==> src/rtl/scramble_sequencer.sv <==
// Scramble move initiator for the 4x4 puzzle array: fires NUM_MOVES LFSR-chosen
// row/column moves spaced by GAP_CYCLES, otherwise passes the user controls through.
module scramble_sequencer #(
    parameter int         NUM_MOVES  = 16,
    parameter int         GAP_CYCLES = 1000000,
    parameter logic [7:0] SEED       = 8'hA5
) (
    input  logic       clk,
    input  logic       reset,
    input  logic       start,
    input  logic       user_nRow,
    input  logic [3:0] user_row_column,
    input  logic       user_fire,
    output logic       x_nRow,
    output logic [3:0] row_column,
    output logic       fire,
    output logic       busy,
    output logic       done,
    output logic [((NUM_MOVES > 0) ? $clog2(NUM_MOVES + 1) : 1)-1:0] moves_left
);

    localparam int MW = (NUM_MOVES > 0) ? $clog2(NUM_MOVES + 1) : 1;
    localparam int GW = $clog2(GAP_CYCLES + 1);
    localparam logic [MW-1:0] MOVES_INIT = MW'(NUM_MOVES);
    localparam logic [GW-1:0] GAP_LOAD   = GW'(GAP_CYCLES - 1);

    typedef enum logic [1:0] {IDLE, LOAD, FIRE, GAP} state_t;

    state_t        state_reg;
    logic [7:0]    lfsr_reg;
    logic [7:0]    lfsr_next;
    logic          mv_nrow_reg;
    logic [3:0]    mv_rc_reg;
    logic [3:0]    mv_rc_next;
    logic [MW-1:0] moves_reg;
    logic [GW-1:0] gap_reg;
    logic          done_reg;

    assign lfsr_next = {lfsr_reg[6:0], lfsr_reg[7] ^ lfsr_reg[5] ^ lfsr_reg[4] ^ lfsr_reg[3]};

    // The move is taken on the edge that enters LOAD, from the LFSR value that the
    // LOAD cycle will hold, so the select lines are valid for the whole LOAD cycle.
    for (genvar gi = 0; gi < 4; gi++) begin : g_dec
        assign mv_rc_next[gi] = (lfsr_next[1:0] == 2'(gi));
    end

    always_ff @(posedge clk) begin
        if (!reset) begin
            state_reg   <= IDLE;
            lfsr_reg    <= SEED;
            mv_nrow_reg <= 1'b0;
            mv_rc_reg   <= 4'b0000;
            moves_reg   <= '0;
            gap_reg     <= '0;
            done_reg    <= 1'b0;
        end else begin
            lfsr_reg <= lfsr_next;
            done_reg <= 1'b0;
            case (state_reg)
                IDLE: begin
                    if (start) begin
                        if (NUM_MOVES > 0) begin
                            moves_reg   <= MOVES_INIT;
                            mv_nrow_reg <= lfsr_next[2];
                            mv_rc_reg   <= mv_rc_next;
                            state_reg   <= LOAD;
                        end else begin
                            done_reg <= 1'b1;
                        end
                    end
                end
                LOAD: begin
                    state_reg <= FIRE;
                end
                FIRE: begin
                    gap_reg   <= GAP_LOAD;
                    state_reg <= GAP;
                end
                GAP: begin
                    if (gap_reg == '0) begin
                        if (moves_reg == MW'(1)) begin
                            moves_reg <= '0;
                            done_reg  <= 1'b1;
                            state_reg <= IDLE;
                        end else begin
                            moves_reg   <= moves_reg - MW'(1);
                            mv_nrow_reg <= lfsr_next[2];
                            mv_rc_reg   <= mv_rc_next;
                            state_reg   <= LOAD;
                        end
                    end else begin
                        gap_reg <= gap_reg - GW'(1);
                    end
                end
                default: state_reg <= IDLE;
            endcase
        end
    end

    // Only combinational path: user controls straight through while idle.
    always_comb begin
        busy = (state_reg != IDLE);
        if (busy) begin
            x_nRow     = mv_nrow_reg;
            row_column = mv_rc_reg;
            fire       = (state_reg == FIRE);
        end else begin
            x_nRow     = user_nRow;
            row_column = user_row_column;
            fire       = user_fire;
        end
    end

    assign done       = done_reg;
    assign moves_left = moves_reg;

endmodule

==> config.mk <==
export PLATFORM = sky130hd
export DESIGN_NAME = scramble_sequencer
export DESIGN_NICKNAME = d
export VERILOG_FILES = /design/src/rtl/scramble_sequencer.sv
export SDC_FILE = /design/constraint.sdc
export NUM_CORES = 1
export LEC_CHECK = 0
export ABC_AREA = 1
export CORE_ASPECT_RATIO = 1.2
export CORE_UTILIZATION = 30
export DETAILED_ROUTE_END_ITERATION = 7
export GPL_ROUTABILITY_DRIVEN = 1
export GPL_TIMING_DRIVEN = 0
export PLACE_DENSITY = 0.58
export RECOVER_POWER = 25
export SYNTH_ARGS = -nofsm -noshare
export SYNTH_HDL_FRONTEND = slang
export SYNTH_SLANG_ARGS = --single-unit
==> constraint.sdc <==
create_clock -name clk -period 3.2 [get_ports clk]
set_clock_uncertainty 0.2 [all_clocks]
set_input_delay 0.32 -clock clk [delete_from_list [all_inputs] [get_ports clk]]
set_output_delay 0.32 -clock clk [all_outputs]
set_load 0.03 [all_outputs]
==> summary.md <==
| Metric | Value |
|---|---|
| Status | `complete, but fails checks` |
| Failing checks | `DRC` |
| FF-to-FF setup slack | `1.14 ns` |
| DRT iter0 DRCs | `81` |
| CP max-delay cell | `clkdlybuf4s50_1` |
| Placer Congestion | `0.947` |
| Critical path peak fanout | `10` |
| Die width | `83.9 µm` |
| R2r endpoint | `gap_reg[8]$_SDFFE_PN0P_` |
| Slowest cell delay on critical path | `0.70 ns` |
| CP Capture Type | `output pin` |
| Die height | `100 µm` |
| CTS clk-pin slew, worst paths | `0.09 ns` |
| Worst-case reg-to-reg path depth | `8` |
| Latest clock arrival within the worst-skew pair | `0.30 ns` |
| Sink of the worst hold path | `lfsr_reg[3]$_SDFF_PN0_` |
| Clock Path Buffers | `2` |
| Initial antenna violation count | `0` |
| Clock root cell | `clkbuf_8` |
| Compound-Gate Fraction of Synth Area | `0.0798` |
| Most frequent cells in the layout | `nand2_1, nor2_1, dfxtp_1` |
| Worst-path cell chain | `inv_1 > ha_1 > clkbuf_1 > o21ai_0 > clkdlybuf4s50_1` |
| Port buffer count | `21` |
| Min-delay src | `lfsr_reg[2]$_SDFF_PN1_` |
| First-pass GRT wire length | `10.1 mm` |
| Reg2reg start | `gap_reg[0]$_SDFFE_PN0P_` |
| Simple-gate share of the synthesized area | `0.423` |
| HPWL after DPL | `4.40 mm` |
| Net count after synthesis | `391` |
| Max reg flops | `20` |
| DP Cell Count | `488` |
| Commonest non-fill, non-tap cell in the layout | `nand2_1` |
| Post-CTS setup buffer count | `0` |
| Routed WL | `5.91 mm` |
| Post-synthesis mux area share | `0` |
| Post-synthesis instance area | `2420 µm²` |
| ANT cells | `0` |
| Post-route insts no fill | `496` |
| Combinational family with the most area after synthesis | `simple AND/OR/NAND/NOR gates` |
| RSZ-0062 raised after global routing | `no` |
| Core area | `7750 µm²` |
| Cell count of the worst hold path | `2` |
| All-Layer GR Usage | `0.151` |
| CTS Hold Bufs | `0` |
| Final Hold Vio Count | `0` |
| Max Transition Viols Final | `0` |
| Die ar. | `8420 µm²` |
| Fin crit period | `2.70 ns` |
| Startpoint types | `flip-flop` |
| IO Count | `22` |
| Routed WL per cell | `11.9 µm` |
| Final #Nets | `419` |
| Hold WC Path Type | `flip-flop to flip-flop` |
| Total CTS buffers | `5` |
| Synth warn | `0` |
| DRT Pass-1 Iters | `6` |
| Initial Util | `0.312` |
| Row count | `35` |
| Worst EP arrival | `2.18 ns` |
| Grt total ovfl | `0` |
| Maximum vdd drop | `0.469 mV` |
| CTS H-tree lvls | `2` |
| CTS tree | `built` |
| Tcrit/Tclk final | `0.843` |
| Post-CTS sizing | `0` |
| Antenna viol nets, final | `0` |
| Clk sink count | `41` |
| Synth Area in XOR/XNOR | `0.0290` |
| DRC violations left | `1` |
| Worst Path Required | `2.68 ns` |
| CP Class | `flip-flop to output pin` |
| Layout cells sized above 1 | `0.0817` |
| DR vias | `2,333` |
| Adder-cell share of the synthesized area | `0.0363` |
| PwrDens | `1080 nW/µm²` |
| Worst-Margin Slew | `0.602 ns` |
| Final setup viols | `0` |
| Pin count of the biggest net entering global routing | `15` |
| Mapped Cells | `375` |
| Synth-to-Final Area Change | `18.0%` |
| Seq cells post-synth | `41` |
| Sequential share of the synthesized area | `0.340` |
| Slew Limit Headroom | `0.599` |
| Leak | `1.30 nW` |
| F_max | `371 MHz` |
| Vias in the first global route | `2,148` |
| Yosys cell types | `29` |
| Vias per cell | `4.70` |
| Mean Syn Cell Area | `6.44 µm²` |
| Final TNS setup | `0 ns` |
| Max-cap violations | `0` |
[worst max path at each step]
stage                              start     end  slack, ns  depth (start not counted)
6_report       state_reg[0]$_SDFFE_PN0P_  x_nRow       0.50                          5
2_1_floorplan  state_reg[0]$_SDFFE_PN0P_    fire       1.16                          4
3_5_place_dp   state_reg[0]$_SDFFE_PN0P_  x_nRow       0.81                          5
4_1_cts        state_reg[0]$_SDFFE_PN0P_  x_nRow       0.47                          5
3_3_place_gp   state_reg[0]$_SDFFE_PN0P_  x_nRow       0.85                          5
5_1_grt        state_reg[1]$_SDFFE_PN0P_  x_nRow       0.35                          6
[where the power goes]
group	leakage [nW]	internal, mW	switching, mW	total [mW]
clock	0.0543	0.234	0.201	0.434
sequential	0.337	0.637	0.121	0.758
combinational	0.913	0.678	1.20	1.88
total	1.30	1.55	1.53	3.07
[synthesized netlist by cell type, drive strengths merged]
library cell  count  area (µm²)
a21oi            27         135
buf               7        58.8
clkbuf            7        26.3
dfxtp            41         821
ha                7        87.6
inv              37         139
nand2           121         469
nand3            35         193
nand3b            2        15.0
nand4             9        56.3
nor2             52         220
nor3              1        5.00
nor4              1        6.26
o211ai            1        7.51
o21ai            10        50.1
or2               9        56.3
xnor2             2        17.5
xor2              6        52.6
[final cells by class]
type	count	area (µm²)
Fill cell	830	4900
Multi-Input combinational cell	283	1370
Sequential cell	41	821
Timing Repair Buffer	21	210
Inverter	37	139
Tap cell	92	115
Buffer	14	85.1
Clock buffer	5	68.8
Clock inverter	3	46.3
[critical path, delay by kind of cell, from the launching register on]
family | cells | cell delay (ns)
buf+inv | 3 | 1.00
flops | 1 | 0.40
compound gates | 1 | 0.25
fa+ha+maj | 1 | 0.21
[cell families (layout without fill, tap and decap cells)]
kind of cell / Yosys count / after routing
compound gates: 38 / 38
simple gates: 230 / 230
xor+xnor: 8 / 8
flops: 41 / 41
fa+ha+maj: 7 / 7
buf+inv: 51 / 80
[per-stage QoR]
step                      setup WS [ns]  instance area [µm²]  total power, mW   util  hold WS, ns
final                             0.502                 2850             3.07  0.368        0.225
after global routing              0.348                 2850             3.38  0.368        0.246
after CTS                         0.474                 2860             3.10  0.369        0.227
after detailed placement          0.807                 2740             2.65  0.354        0.205
after global placement            0.852                 2740             2.62  0.354        0.193
after floorplan                    1.16                 2420             2.19      -        0.190
[metal layers]
metal | GRT usage | up-vias | wire [µm]
li1 | - | 1238 | -
met1 | 0.180 | 1056 | 2730
met2 | 0.271 | 33 | 2900
met3 | 0.0296 | 6 | 190
met4 | 0.0491 | 0 | 86
met5 | 0 | - | 0
Note: power is estimated with default switching activity, not from simulation.
